### src/rtl/alu_pkg.sv
// Shared definitions for the ALU issue stage: unit select codes, FSM states,
// default parameters and the unit-select to one-hot enable helper.
package alu_pkg;

    // Unit select codes carried in cmd_fun[3:2].
    localparam logic [1:0] UNIT_ARITH = 2'b00;
    localparam logic [1:0] UNIT_LOGIC = 2'b01;
    localparam logic [1:0] UNIT_CMP   = 2'b10;
    localparam logic [1:0] UNIT_SHIFT = 2'b11;

    localparam int WIDTH_DEFAULT   = 16;
    localparam int TIMEOUT_DEFAULT = 4;

    // One command in flight: accept, pulse the enable, wait for the flag, hand back.
    typedef enum logic [1:0] {
        ST_IDLE  = 2'b00,
        ST_ISSUE = 2'b01,
        ST_WAIT  = 2'b10,
        ST_RESP  = 2'b11
    } state_t;

    // Bit n of the result is the enable for unit code n.
    function automatic logic [3:0] unit_onehot(input logic [1:0] sel);
        return 4'b0001 << sel;
    endfunction

endpackage

### src/rtl/alu_unit_decode.sv
// Combinational unit decode: turns a unit select into the one-hot enable
// vector and picks the selected unit's result and flag out of the four units.
module alu_unit_decode
    import alu_pkg::*;
#(
    parameter int WIDTH = WIDTH_DEFAULT
) (
    input  logic [1:0]         i_en_sel,
    input  logic [1:0]         i_mux_sel,
    input  logic [2*WIDTH-1:0] i_arith_out,
    input  logic [WIDTH-1:0]   i_logic_out,
    input  logic [WIDTH-1:0]   i_cmp_out,
    input  logic [WIDTH-1:0]   i_shift_out,
    input  logic               i_arith_flag,
    input  logic               i_logic_flag,
    input  logic               i_cmp_flag,
    input  logic               i_shift_flag,
    output logic [3:0]         o_en_onehot,
    output logic [2*WIDTH-1:0] o_sel_data,
    output logic               o_sel_flag
);

    // Enable vector for the incoming command's unit.
    always_comb begin
        o_en_onehot = unit_onehot(i_en_sel);
    end

    // Only the latched unit's result and flag reach the FSM; other flags are ignored.
    always_comb begin
        // NOTE: every output gets a default before the case so no path leaves it unassigned (no latch).
        o_sel_data = '0;
        o_sel_flag = 1'b0;
        case (i_mux_sel)
            UNIT_ARITH: begin
                o_sel_data = i_arith_out;
                o_sel_flag = i_arith_flag;
            end
            UNIT_LOGIC: begin
                o_sel_data = {{WIDTH{1'b0}}, i_logic_out};
                o_sel_flag = i_logic_flag;
            end
            UNIT_CMP: begin
                o_sel_data = {{WIDTH{1'b0}}, i_cmp_out};
                o_sel_flag = i_cmp_flag;
            end
            UNIT_SHIFT: begin
                o_sel_data = {{WIDTH{1'b0}}, i_shift_out};
                o_sel_flag = i_shift_flag;
            end
            default: ;
        endcase
    end

endmodule

### src/rtl/alu_issue_ctrl.sv
// ALU command/issue stage: accepts one command, pulses the selected unit's
// enable for one cycle, waits (bounded) for that unit's flag and presents the
// captured result on a valid/ready response port. All outputs are registered.
module alu_issue_ctrl
    import alu_pkg::*;
#(
    parameter int WIDTH   = WIDTH_DEFAULT,
    parameter int TIMEOUT = TIMEOUT_DEFAULT
) (
    input  logic               clk,
    input  logic               reset,
    input  logic               cmd_valid,
    output logic               cmd_ready,
    input  logic [WIDTH-1:0]   cmd_a,
    input  logic [WIDTH-1:0]   cmd_b,
    input  logic [3:0]         cmd_fun,
    output logic [WIDTH-1:0]   A,
    output logic [WIDTH-1:0]   B,
    output logic [1:0]         ALU_FUN,
    output logic               arith_en,
    output logic               logic_en,
    output logic               cmp_en,
    output logic               shift_en,
    input  logic [2*WIDTH-1:0] arith_out,
    input  logic [WIDTH-1:0]   logic_out,
    input  logic [WIDTH-1:0]   cmp_out,
    input  logic [WIDTH-1:0]   shift_out,
    input  logic               arith_flag,
    input  logic               logic_flag,
    input  logic               cmp_flag,
    input  logic               shift_flag,
    output logic               res_valid,
    input  logic               res_ready,
    output logic [2*WIDTH-1:0] res_data,
    output logic [1:0]         res_unit,
    output logic               res_err,
    output logic               busy
);

    // Wait counter counts 0..TIMEOUT-1; at least one bit even for TIMEOUT == 1.
    localparam int          CW       = (TIMEOUT > 1) ? $clog2(TIMEOUT) : 1;
    localparam logic [CW-1:0] CNT_LAST = CW'(TIMEOUT - 1);

    state_t               r_state;
    state_t               w_state_nxt;
    logic [CW-1:0]        r_cnt;
    logic [CW-1:0]        w_cnt_nxt;
    logic                 w_accept;
    logic                 w_capture;
    logic                 w_timeout;

    logic [WIDTH-1:0]     r_a;
    logic [WIDTH-1:0]     r_b;
    logic [1:0]           r_fun;
    logic [1:0]           r_unit;
    logic [3:0]           r_en;
    logic                 r_cmd_ready;
    logic                 r_busy;
    logic                 r_res_valid;
    logic [2*WIDTH-1:0]   r_res_data;
    logic [1:0]           r_res_unit;
    logic                 r_res_err;

    logic [3:0]           w_en_onehot;
    logic [2*WIDTH-1:0]   w_sel_data;
    logic                 w_sel_flag;

    // Enable decode from the incoming command; result/flag mux from the latched unit.
    alu_unit_decode #(
        .WIDTH (WIDTH)
    ) u_decode (
        .i_en_sel     (cmd_fun[3:2]),
        .i_mux_sel    (r_unit),
        .i_arith_out  (arith_out),
        .i_logic_out  (logic_out),
        .i_cmp_out    (cmp_out),
        .i_shift_out  (shift_out),
        .i_arith_flag (arith_flag),
        .i_logic_flag (logic_flag),
        .i_cmp_flag   (cmp_flag),
        .i_shift_flag (shift_flag),
        .o_en_onehot  (w_en_onehot),
        .o_sel_data   (w_sel_data),
        .o_sel_flag   (w_sel_flag)
    );

    // Handshake uses the state directly; cmd_ready mirrors it one-for-one.
    assign w_accept = (r_state == ST_IDLE) && cmd_valid;

    // Next-state, wait counter and capture/timeout decisions.
    always_comb begin
        w_state_nxt = r_state;
        w_cnt_nxt   = r_cnt;
        w_capture   = 1'b0;
        w_timeout   = 1'b0;
        case (r_state)
            ST_IDLE: begin
                if (w_accept) w_state_nxt = ST_ISSUE;
            end
            ST_ISSUE: begin
                w_cnt_nxt   = '0;
                w_state_nxt = ST_WAIT;
            end
            ST_WAIT: begin
                // A flag in the last allowed cycle still counts as success.
                if (w_sel_flag) begin
                    w_capture   = 1'b1;
                    w_state_nxt = ST_RESP;
                end else if (r_cnt == CNT_LAST) begin
                    w_timeout   = 1'b1;
                    w_state_nxt = ST_RESP;
                end else begin
                    w_cnt_nxt = r_cnt + CW'(1);
                end
            end
            ST_RESP: begin
                // No accept-on-retire: IDLE must be visited before the next command.
                if (res_ready) w_state_nxt = ST_IDLE;
            end
            default: w_state_nxt = ST_IDLE;
        endcase
    end

    // State, command registers, enables and response registers; outputs follow next state.
    always_ff @(posedge clk) begin
        if (reset) begin
            r_state     <= ST_IDLE;
            r_cnt       <= '0;
            r_a         <= '0;
            r_b         <= '0;
            r_fun       <= '0;
            r_unit      <= '0;
            r_en        <= '0;
            r_cmd_ready <= 1'b1;
            r_busy      <= 1'b0;
            r_res_valid <= 1'b0;
            r_res_data  <= '0;
            r_res_unit  <= '0;
            r_res_err   <= 1'b0;
        end else begin
            // NOTE: non-blocking assignments so every register samples pre-edge values.
            r_state     <= w_state_nxt;
            r_cnt       <= w_cnt_nxt;
            r_cmd_ready <= (w_state_nxt == ST_IDLE);
            r_busy      <= (w_state_nxt != ST_IDLE);
            r_res_valid <= (w_state_nxt == ST_RESP);
            r_en        <= w_accept ? w_en_onehot : 4'b0000;
            if (w_accept) begin
                r_a    <= cmd_a;
                r_b    <= cmd_b;
                r_fun  <= cmd_fun[1:0];
                r_unit <= cmd_fun[3:2];
            end
            if (w_capture) begin
                r_res_data <= w_sel_data;
                r_res_err  <= 1'b0;
                r_res_unit <= r_unit;
            end else if (w_timeout) begin
                r_res_data <= '0;
                r_res_err  <= 1'b1;
                r_res_unit <= r_unit;
            end
        end
    end

    assign cmd_ready = r_cmd_ready;
    assign busy      = r_busy;
    assign A         = r_a;
    assign B         = r_b;
    assign ALU_FUN   = r_fun;
    assign arith_en  = r_en[0];
    assign logic_en  = r_en[1];
    assign cmp_en    = r_en[2];
    assign shift_en  = r_en[3];
    assign res_valid = r_res_valid;
    assign res_data  = r_res_data;
    assign res_unit  = r_res_unit;
    assign res_err   = r_res_err;

endmodule

### config.mk
export PLATFORM = sky130hd
export DESIGN_NAME = alu_issue_ctrl
export DESIGN_NICKNAME = d
export VERILOG_FILES = /design/src/rtl/alu_pkg.sv /design/src/rtl/alu_unit_decode.sv /design/src/rtl/alu_issue_ctrl.sv
export SDC_FILE = /design/constraint.sdc
export NUM_CORES = 1
export LEC_CHECK = 0
export ABC_CLOCK_PERIOD_IN_PS = 2300
export BUFFER_PORTS_ARGS = -buffer_cell sky130_fd_sc_hd__buf_2
export CAP_MARGIN = 15
export CORE_UTILIZATION = 43
export CTS_BUF_LIST = sky130_fd_sc_hd__clkbuf_8 sky130_fd_sc_hd__clkbuf_16
export CTS_CLUSTER_DIAMETER = 60
export DETAILED_ROUTE_END_ITERATION = 6
export GPL_TIMING_DRIVEN = 1
export PLACE_DENSITY_LB_ADDON = 0.15
export RECOVER_POWER = 25
export SLEW_MARGIN = 20
export SYNTH_ARGS = -nofsm -noshare
export SYNTH_HDL_FRONTEND = slang
export SYNTH_SLANG_ARGS = --single-unit
### constraint.sdc
create_clock -name clk -period 2.3 [get_ports clk]
set_input_delay 0.23 -clock clk [delete_from_list [all_inputs] [get_ports clk]]
set_output_delay 0.23 -clock clk [all_outputs]
set_load 0.01 [all_outputs]
==> results.json <==
{
  "status": "complete, no violations",
  "critPathMaxFanout": 17,
  "grt_setup_unrepaired": "no",
  "netlist.area_leader.share": 0.505,
  "crit_path_cell_trace": "mux2i_1, mux2i_2, a32o_1",
  "die-area_mm2": 0.00791,
  "max_cap_viol_count": 0,
  "syn_inst": 315,
  "numClockSinks": 82,
  "cts_buffer_depth": 2,
  "clk_latency_ps": 350,
  "hold_class": "primary input to flip-flop",
  "whs_path_depth": 2,
  "cts_root_buf": "clkbuf_8",
  "layout-drive-gt1-share": 0.400,
  "dr.pass1.iters": 4,
  "cts_max_level": 3,
  "grt-ovfl-total": 0,
  "viasPerCell": 5.17,
  "design_area_mm2": 0.00448,
  "placed_area_mm2": 0.00429,
  "port_buffers": 199,
  "wl_per_cell_um": 14.9,
  "min_from": "arith_out[19]",
  "min_period_ps": 1910,
  "ys_async_sr_fraction": 0,
  "crit_type": "flip-flop to flip-flop",
  "cellLeakagePower_nw": 1.98,
  "fmax_mhz": 524,
  "synth_edf_count": 0,
  "final.setup.tns_ps": 0,
  "peakVddDrop_mv": 0.341,
  "r2r_end": "res_data[10]$_SDFFE_PP0P_",
  "ios": 200,
  "hold_viol_final": 0,
  "slowest_stage": "mux2i_2",
  "dieWidth_um": 88.9,
  "dp_hpwl_mm": 6.56,
  "core-area_mm2": 0.00729,
  "power_density_mw_per_mm2": 743,
  "area_delta_synth_final_pct": 38.0,
  "drtIter0Drc": 64,
  "gr-usage-all-layers": 0.217,
  "arrival_ps": 2200,
  "setup_viol": 0,
  "final_antenna_net_count": 0,
  "synth_area_mm2": 0.00325,
  "synth_ff_type": "dfxtp_1",
  "n_antenna_cell": 0,
  "place.gp.congestion": 0.705,
  "yosys_warnings": 0,
  "rrSetupSlack_ps": 390,
  "placementRows": 31,
  "syn_nets": 440,
  "post_cts_resize_count": 0,
  "worstSetupEndpointType": "flip-flop",
  "fin_nets": 632,
  "ys_ff_latch": 82,
  "num_vias": 3157,
  "most-common-layout-cells": "buf_2 (160), dfxtp_1 (82), nand2_1 (75), a21oi_1 (39), clkbuf_1 (39)",
  "synth.top_cells.by_area": "dfxtp_1 (51%), mux4_2 (11%), nand2_1 (8.7%), a21oi_1 (6.0%), a32o_1 (4.9%)",
  "cts_tree": "built",
  "die_h_um": 88.9,
  "cts_hold_buf": 0,
  "antenna_found_initial": 0,
  "crit_path_max_incr_delay_ps": 790,
  "grt_pass1_vias": 2833,
  "cts_buffers": 9,
  "start_util": 0.446,
  "postCtsSetupBuffers": 0,
  "cp-start-kind": "flip-flop",
  "worstMarginPinSlew_ps": 933,
  "critPathRequiredTime_ps": 2600,
  "timing.slew.headroom": 0.366,
  "ys_seq_area_frac": 0.505,
  "fin_skew_ps": 10.9,
  "grt_max_degree": 48,
  "yosys.area.top_type": "dfxtp_1",
  "routed_wirelength_mm": 9.11,
  "grt_pass1_wl_mm": 13.0,
  "path_clk_slew_ps": 90,
  "finalCritPeriodShare": 0.830,
  "whs_endpoint": "res_data[19]$_SDFFE_PP0P_",
  "drcViolationCount": 0,
  "final_common_cell": "buf_2",
  "ys_types": 37,
  "ff2ff_path_depth": 3,
  "syn_avg_cell_area_um2": 10.3,
  "r2r-start": "r_unit[1]$_SDFFE_PP0P_",
  "maxSlewViolCount": 0
}
==> synthesized netlist by cell type, types with 2 or more instances <==
cell	number
dfxtp_1	82
nand2_1	75
a21oi_1	39
a22o_1	16
a32o_1	16
mux4_2	16
clkbuf_1	10
nor2_1	8
buf_2	6
buf_1	4
buf_6	4
mux2i_1	3
nand2b_1	3
nor2b_1	3
a31oi_1	2
and2_1	2
and3_1	2
inv_1	2
nand3_1	2
o21ai_0	2
or3_1	2
==> metal layers <==
metal | GRT usage | wire length, um | vias to the layer above
li1 | - | - | 1519
met1 | 0.253 | 3780 | 1495
met2 | 0.379 | 4430 | 127
met3 | 0.0545 | 746 | 16
met4 | 0.0981 | 152 | 0
met5 | 0 | 0 | -
==> state kept, by name (all words and copies together), names as in the netlist <==
name       count
r_cnt          2
ALU_FUN        2
r_en           4
res_valid      1
res_unit       2
cmd_ready      1
r_state        2
busy           1
A             16
res_err        1
res_data      32
r_unit         2
B             16
==> stage by stage <==
stage | utilization | instances | total power [W] | hold WS (ps) | setup WS, ps
2_1_floorplan | - | 315 | 0.00190 | 302 | 574
3_3_place_gp | 0.588 | 595 | 0.00212 | 439 | 549
3_5_place_dp | 0.588 | 595 | 0.00213 | 443 | 427
4_1_cts | 0.621 | 611 | 0.00337 | 87.6 | 413
5_1_grt | 0.615 | 611 | 0.00348 | 89.8 | 257
6_report | 0.615 | 611 | 0.00333 | 96.9 | 392
==> kinds of logic after synthesis <==
kind of cell	Yosys count	share of synthesized area
compound gates	80	0.178
fa+ha+maj	1	0.00385
buf+inv	28	0.0454
flops	82	0.505
mux	21	0.131
simple gates	103	0.137
==> how the worst max path moves through the flow <==
stage | startpoint | end | slack [ps] | depth (start not counted)
final | r_unit[1]$_SDFFE_PP0P_ | res_data[10]$_SDFFE_PP0P_ | 390 | 3
after global routing | r_unit[1]$_SDFFE_PP0P_ | res_data[11]$_SDFFE_PP0P_ | 260 | 3
after CTS | r_unit[1]$_SDFFE_PP0P_ | r_cnt[1]$_SDFFE_PP0P_ | 410 | 4
after detailed placement | r_unit[1]$_SDFFE_PP0P_ | r_cnt[1]$_SDFFE_PP0P_ | 430 | 4
after global placement | r_unit[1]$_SDFFE_PP0P_ | r_cnt[1]$_SDFFE_PP0P_ | 550 | 4
after floorplan | r_unit[0]$_SDFFE_PP0P_ | res_data[10]$_SDFFE_PP0P_ | 570 | 4
==> power breakdown <==
group | total [W] | internal [W] | switching, W
combinational | 0.000541 | 0.000251 | 0.000290
sequential | 0.00155 | 0.00150 | 0.0000461
clock | 0.00125 | 0.000721 | 0.000525
total | 0.00333 | 0.00247 | 0.000861
==> critical path, delay by kind of cell, from the launching register on <==
family,cells,cell delay (ps)
mux,2,1040
flops,1,520
compound gates,1,290
==> area by class of cell <==
| class | instances | area (um2) |
|---|---|---|
| Fill cell | 696 | 2810 |
| Clock buffer | 9 | 124 |
| Clock inverter | 7 | 119 |
| Timing Repair Buffer | 207 | 1010 |
| Sequential cell | 82 | 1640 |
| Inverter | 2 | 7.51 |
| Tap cell | 99 | 124 |
| Multi-Input combinational cell | 205 | 1460 |
Note: power is estimated with default switching activity, not from simulation.
